[src/rtl/fetch_unit_pkg.sv]
// Shared constants and types for the instruction fetch unit.
// An entry is {pc[63:32], insn[31:0]}; the FIFO state doubles as its occupancy count.
package fetch_unit_pkg;

    localparam logic [31:0] RESET_PC   = 32'h0100_0000;
    localparam logic [31:0] MEM_BYTES  = 32'h0010_0000;
    localparam int          FIFO_DEPTH = 2;

    localparam logic [1:0] FAULT_NONE     = 2'd0;
    localparam logic [1:0] FAULT_MISALIGN = 2'd1;
    localparam logic [1:0] FAULT_RANGE    = 2'd2;

    typedef struct packed {
        logic [31:0] pc;
        logic [31:0] insn;
    } fetch_entry_t;

    typedef enum logic [1:0] {
        FIFO_EMPTY = 2'd0,
        FIFO_ONE   = 2'd1,
        FIFO_FULL  = 2'd2
    } fifo_state_t;

    function automatic logic word_aligned(input logic [31:0] addr);
        return (addr[1:0] == 2'b00);
    endfunction

endpackage

[src/rtl/fetch_skid_fifo.sv]
// Two-entry skid FIFO whose head always sits in r_mem[0], so the head outputs
// come straight from registers and hold steady while the consumer stalls.
module fetch_skid_fifo
    import fetch_unit_pkg::*;
(
    input  logic         clock,
    input  logic         reset_n,
    input  logic         i_push,
    input  logic         i_pop,
    input  logic         i_flush,
    input  fetch_entry_t i_data,
    output fetch_entry_t o_head,
    output logic         o_valid,
    output logic         o_full
);

    fifo_state_t  r_state;
    fetch_entry_t r_mem [FIFO_DEPTH];

    always_ff @(posedge clock or negedge reset_n) begin
        if (!reset_n) begin
            r_state  <= FIFO_EMPTY;
            r_mem[0] <= '0;
            r_mem[1] <= '0;
        end else if (i_flush) begin
            r_state <= FIFO_EMPTY;
        end else begin
            case (r_state)
                FIFO_EMPTY: begin
                    if (i_push) begin
                        r_mem[0] <= i_data;
                        r_state  <= FIFO_ONE;
                    end
                end
                FIFO_ONE: begin
                    if (i_push && i_pop) begin
                        r_mem[0] <= i_data;
                    end else if (i_push) begin
                        r_mem[1] <= i_data;
                        r_state  <= FIFO_FULL;
                    end else if (i_pop) begin
                        r_state <= FIFO_EMPTY;
                    end
                end
                FIFO_FULL: begin
                    // Popping shifts the second entry up; a concurrent push refills the tail.
                    if (i_pop) begin
                        r_mem[0] <= r_mem[1];
                        if (i_push) begin
                            r_mem[1] <= i_data;
                        end else begin
                            r_state <= FIFO_ONE;
                        end
                    end
                end
                default: r_state <= FIFO_EMPTY;
            endcase
        end
    end

    assign o_head  = r_mem[0];
    assign o_valid = (r_state != FIFO_EMPTY);
    assign o_full  = (r_state == FIFO_FULL);

endmodule

[src/rtl/fetch_unit.sv]
// Instruction fetch: owns the PC, reads the combinational instruction memory and
// feeds {pc, insn} to decode through a skid FIFO; redirects flush, bad fetches fault.
module fetch_unit
    import fetch_unit_pkg::fetch_entry_t;
    import fetch_unit_pkg::word_aligned;
    import fetch_unit_pkg::FAULT_NONE;
    import fetch_unit_pkg::FAULT_MISALIGN;
    import fetch_unit_pkg::FAULT_RANGE;
#(
    parameter logic [31:0] RESET_PC  = fetch_unit_pkg::RESET_PC,
    parameter logic [31:0] MEM_BYTES = fetch_unit_pkg::MEM_BYTES
) (
    input  logic        clock,
    input  logic        reset_n,
    input  logic        fetch_enable,
    input  logic        redirect_valid,
    input  logic [31:0] redirect_pc,
    output logic [31:0] imem_address,
    output logic        imem_read_write,
    output logic [31:0] imem_data_in,
    input  logic [31:0] imem_data_out,
    output logic        f_valid,
    input  logic        f_ready,
    output logic [31:0] f_pc,
    output logic [31:0] f_insn,
    output logic        f_fault,
    output logic [1:0]  f_fault_cause,
    output logic [31:0] insn_count
);

    localparam logic [31:0] LAST_PC = RESET_PC + MEM_BYTES - 32'd4;

    // Decode handshake: an entry transfers when f_valid & f_ready; a redirect
    // in the same cycle discards that transfer.
    logic [31:0]  r_pc;
    logic         r_fault;
    logic [1:0]   r_fault_cause;
    logic [31:0]  r_insn_count;

    logic         w_fifo_valid;
    logic         w_fifo_full;
    fetch_entry_t w_fifo_head;
    fetch_entry_t w_push_entry;
    logic         w_pop_req;
    logic         w_pop;
    logic         w_in_range;
    logic         w_push;

    assign w_pop_req  = w_fifo_valid & f_ready;
    assign w_pop      = w_pop_req & ~redirect_valid;
    assign w_in_range = (r_pc >= RESET_PC) && (r_pc <= LAST_PC);
    assign w_push     = fetch_enable & ~redirect_valid & ~r_fault & w_in_range
                      & (~w_fifo_full | w_pop_req);

    assign w_push_entry.pc   = r_pc;
    assign w_push_entry.insn = imem_data_out;

    always_ff @(posedge clock or negedge reset_n) begin
        if (!reset_n) begin
            r_pc          <= RESET_PC;
            r_fault       <= 1'b0;
            r_fault_cause <= FAULT_NONE;
            r_insn_count  <= '0;
        end else begin
            if (redirect_valid) begin
                r_pc <= {redirect_pc[31:2], 2'b00};
                if (word_aligned(redirect_pc)) begin
                    r_fault       <= 1'b0;
                    r_fault_cause <= FAULT_NONE;
                end else begin
                    r_fault       <= 1'b1;
                    r_fault_cause <= FAULT_MISALIGN;
                end
            end else begin
                if (w_push) begin
                    r_pc <= r_pc + 32'd4;
                end
                if (!w_in_range && !r_fault) begin
                    r_fault       <= 1'b1;
                    r_fault_cause <= FAULT_RANGE;
                end
            end
            if (w_pop) begin
                r_insn_count <= r_insn_count + 32'd1;
            end
        end
    end

    fetch_skid_fifo u_fifo (
        .clock   (clock),
        .reset_n (reset_n),
        .i_push  (w_push),
        .i_pop   (w_pop),
        .i_flush (redirect_valid),
        .i_data  (w_push_entry),
        .o_head  (w_fifo_head),
        .o_valid (w_fifo_valid),
        .o_full  (w_fifo_full)
    );

    assign imem_address    = r_pc;
    assign imem_read_write = 1'b0;
    assign imem_data_in    = 32'd0;

    assign f_valid       = w_fifo_valid;
    assign f_pc          = w_fifo_head.pc;
    assign f_insn        = w_fifo_head.insn;
    assign f_fault       = r_fault;
    assign f_fault_cause = r_fault_cause;
    assign insn_count    = r_insn_count;

endmodule

[config.mk]
export PLATFORM = sky130hd
export DESIGN_NAME = fetch_unit
export DESIGN_NICKNAME = d
export VERILOG_FILES = /design/src/rtl/fetch_unit_pkg.sv /design/src/rtl/fetch_skid_fifo.sv /design/src/rtl/fetch_unit.sv
export SDC_FILE = /design/constraint.sdc
export NUM_CORES = 1
export LEC_CHECK = 0
export BUFFER_PORTS_ARGS = -buffer_cell sky130_fd_sc_hd__buf_2
export CORE_MARGIN = 4
export CORE_UTILIZATION = 54
export DETAILED_ROUTE_END_ITERATION = 10
export GPL_TIMING_DRIVEN = 0
export HOLD_SLACK_MARGIN = 0.05
export PLACE_DENSITY = 0.81
export SYNTH_ARGS = -nofsm -noshare
export SYNTH_HDL_FRONTEND = slang
export SYNTH_SLANG_ARGS = --single-unit
[constraint.sdc]
create_clock -name clock -period 3.48 [get_ports clock]
set_input_delay 0.174 -clock clock [delete_from_list [all_inputs] [get_ports clock]]
set_output_delay 0.174 -clock clock [all_outputs]
set_load 0.005 [all_outputs]
==> results.cfg <==
[global_routing]
grt_pass1_vias = 6911
grt_max_degree = 124
grt_pass1_wl_um = 36540
antenna_found_initial = 1
grt_overflow = 0
gr-usage-all-layers_pct = 22.81

[die]
io_pins = 234
die_h_um = 141.4
start_util_pct = 55.37
coreArea_mm2 = 0.01736
dieArea_mm2 = 0.02000
rows = 48
die-width_um = 141.4

[routing]
vias = 6870
vias_per_cell = 5.248
top_layer_used = met5
drc_errors = 0
drt-met1-wl_um = 9756
ant_nets = 0
detail_route.wirelength_um = 22880
met2WireLength_um = 11100
wl_met3_um = 1601
drtIter0Drc = 280
wl_per_cell_um = 17.48
dr.pass1.iters = 5

[setup_path]
arrival_ns = 3.47
worst_ep_required_time_ns = 3.78
crit_slowest_cell = o41ai_4
path_max_fanout = 10
crit_type = flip-flop to flip-flop
crit_path_cell_trace = or4b_4 -> or3_1 -> buf_6 -> o41ai_4 -> buf_6 -> mux2_4
slowest_delay_ns = 0.84
endpoint_kind = flip-flop
path_delay_family = simple AND/OR/NAND/NOR gates
cp_common_cell = buf_6
crit_buf_inv = 2
cp-start-kind = flip-flop

[pwr]
intPower_mw = 3.770
power.leakage_nw = 6.280
power_mw = 4.855
power_frac_comb_pct = 9.1
power.density_mw_per_mm2 = 394.6
power.share.switching_pct = 22.34
seqPwrFrac_pct = 48.3
vdd_ir_drop_max_mv = 0.3174
p_clk_share_pct = 42.6
p_switching_mw = 1.084

[timing]
finalSetupTns_ns = 0
drv_slew = 0
fin_skew_ns = 0.01453
finalCriticalPeriod_ns = 3.165
setup-violations-final = 0
period_share_pct = 90.95
rsz0062_at_grt = no
worstMarginPinSlew_ns = 1.334
holdWs_ns = 0.1122
setup_slack_ns = 0.3150
fmaxAchievable_mhz = 316.0
relSlewSlack_pct = 10.22
hold_viol = 0

[logic_synthesis]
synth_flop_cell = dfrtp_1
yosysWarnings = 0
synth-edff-count = 0
synth_cells = 758
async_reset_ff_share_pct = 100.0
synth_area_mm2 = 0.009610
avgSynthCellArea_um2 = 12.68
synth.distinct_cells = 53
seq_area_frac_synth_pct = 49.75
synth-seq-cells = 191

[clock_network]
h-tree-depth = 4
cts_root_buffer = clkbuf_16
clock_latency_ns = 0.42
clk_pin_slew_worst_paths_ns = 0.07
cts_tree = built
cts_max_path_buffers = 2
postCtsSetupBuffers = 0
numCtsBuffers = 17
cts.sinks = 191

[place]
place_area_mm2 = 0.01105
port_buffers = 196
placed_cells = 1216
dp_hpwl_um = 15420
place_worst_setup_slack_ns = 0.3180
place_congestion = 0.8606

[hold_path]
hp-class = input port to flip-flop

[final_layout]
final.fill_count = 1217
nets = 1145
drive_gt1_share_pct = 49.17
syn_to_final_growth_pct = 28.00
fin_cells = 1309
fin_area_mm2 = 0.01230
final_core_util_pct = 70.88
antenna_cells = 0
final-seq-area_mm2 = 0.004781
multi_input_area_mm2 = 0.003979

[job]
drv_cap = 0

[run_status]
status = completed
registers in the layout (all words and copies together), names as in the netlist:
signal,flops
u_fifo.r_mem,62
f_fault_cause,2
f_fault,1
u_fifo.o_head,62
insn_count,32
u_fifo.r_state,2
imem_address,30
worst reg2reg max path, cell delays in order, from the launching register on:
cell and delay, ns:
dfstp_2 0.55, or4b_4 0.51, or3_1 0.38, buf_6 0.15, o41ai_4 0.84, buf_6 0.29
mux2_4 0.33
kinds of logic after synthesis:
kind of cell    after synthesis  share of synthesized area (%)
simple gates                158                          9.139
compound gates               40                          3.463
fa+ha+maj                     3                         0.3906
buf+inv                     148                          10.26
mux                         186                          24.14
flops                       191                          49.75
xor+xnor                     31                          2.825
other cells                   1                        0.03902
routing by layer:
| layer | up-vias | GRT usage (%) |
|---|---|---|
| met5 | - | 0 |
| met4 | 2 | 6.818 |
| met3 | 34 | 5.325 |
| met2 | 257 | 37.07 |
| met1 | 3377 | 30.77 |
| li1 | 3200 | - |
path summary, 6_finish.rpt:
kind	from	end	slack, ns	cells past startpoint
setup / recovery	imem_address[24]	u_fifo.o_head[25]	0.31	6
hold / removal	f_ready	u_fifo.r_state[0]	0.11	3
setup reg to reg	imem_address[24]	u_fifo.o_head[25]	0.31	6
hold reg to reg	insn_count[31]	insn_count[31]	0.47	1
max in group asynchronous	reset_n	imem_address[25]	2.20	3
min in group asynchronous	reset_n	u_fifo.o_head[21]	0.31	2
synthesized netlist by cell type (7+ instances only):
master / number / area share (%)
a221oi_1: 10 / 0.91
a311oi_1: 7 / 0.64
and3_1: 11 / 0.72
buf_4: 99 / 7.7
buf_6: 7 / 0.82
clkbuf_1: 20 / 0.78
dfrtp_1: 190 / 49
inv_1: 16 / 0.62
mux2_2: 126 / 15
mux2_4: 60 / 9.4
nand2_1: 19 / 0.74
nand3_1: 19 / 0.99
nand4_1: 17 / 1.1
nor2_1: 27 / 1.1
nor2b_1: 12 / 0.78
nor3_1: 7 / 0.36
nor4_1: 19 / 1.2
xnor2_1: 18 / 1.6
xor2_1: 13 / 1.2
repair_timing:
item | CTS | global route
hold buffers | 63 | 0
hold endpoints to repair | 130 | 0
resized for setup | 0 | 0
area by class of cell:
class	instances	area share [%]
multi-input cells	455	32.34
plain buffers	131	7.496
clock buffers	20	3.794
repair buffers	260	13.41
clock inverters	10	1.292
flip-flops and latches	191	38.86
well taps	225	2.288
inverters	17	0.5187
power groups by stage:
stage | registers (mW) | clock network [mW] | logic, mW
floorplan | 2.37 | 0 | 0.196
global placement | 2.38 | 0 | 0.368
detailed placement | 2.38 | 0 | 0.380
CTS | 2.34 | 2.11 | 0.438
global route | 2.35 | 2.21 | 0.486
finish | 2.34 | 2.07 | 0.442
placed cells by master, fill, tap and decap left out, types with 4 or more instances in the layout:
master / Yosys / routed
clkbuf_16: 0 / 17
buf_6: 7 / 7
nor2b_1: 12 / 12
a221oi_1: 10 / 10
a31oi_1: 4 / 4
nand4_1: 17 / 17
nand3_1: 19 / 19
bufinv_16: 0 / 4
dfrtp_1: 190 / 190
clkbuf_1: 20 / 20
xnor2_1: 18 / 18
nor3_1: 7 / 7
buf_4: 99 / 99
xor2_1: 13 / 13
buf_2: 5 / 200
mux2_4: 60 / 60
nor2_1: 27 / 27
nand2_1: 19 / 19
mux2_2: 126 / 126
conb_1: 1 / 37
and3_1: 11 / 11
nor4_1: 19 / 19
inv_1: 16 / 16
and2_1: 4 / 4
a211oi_1: 4 / 4
a311oi_1: 7 / 7
or4_1: 4 / 4
or2_2: 4 / 4
dlygate4sd3_1: 0 / 63
Note: power is estimated with default switching activity, not from simulation.
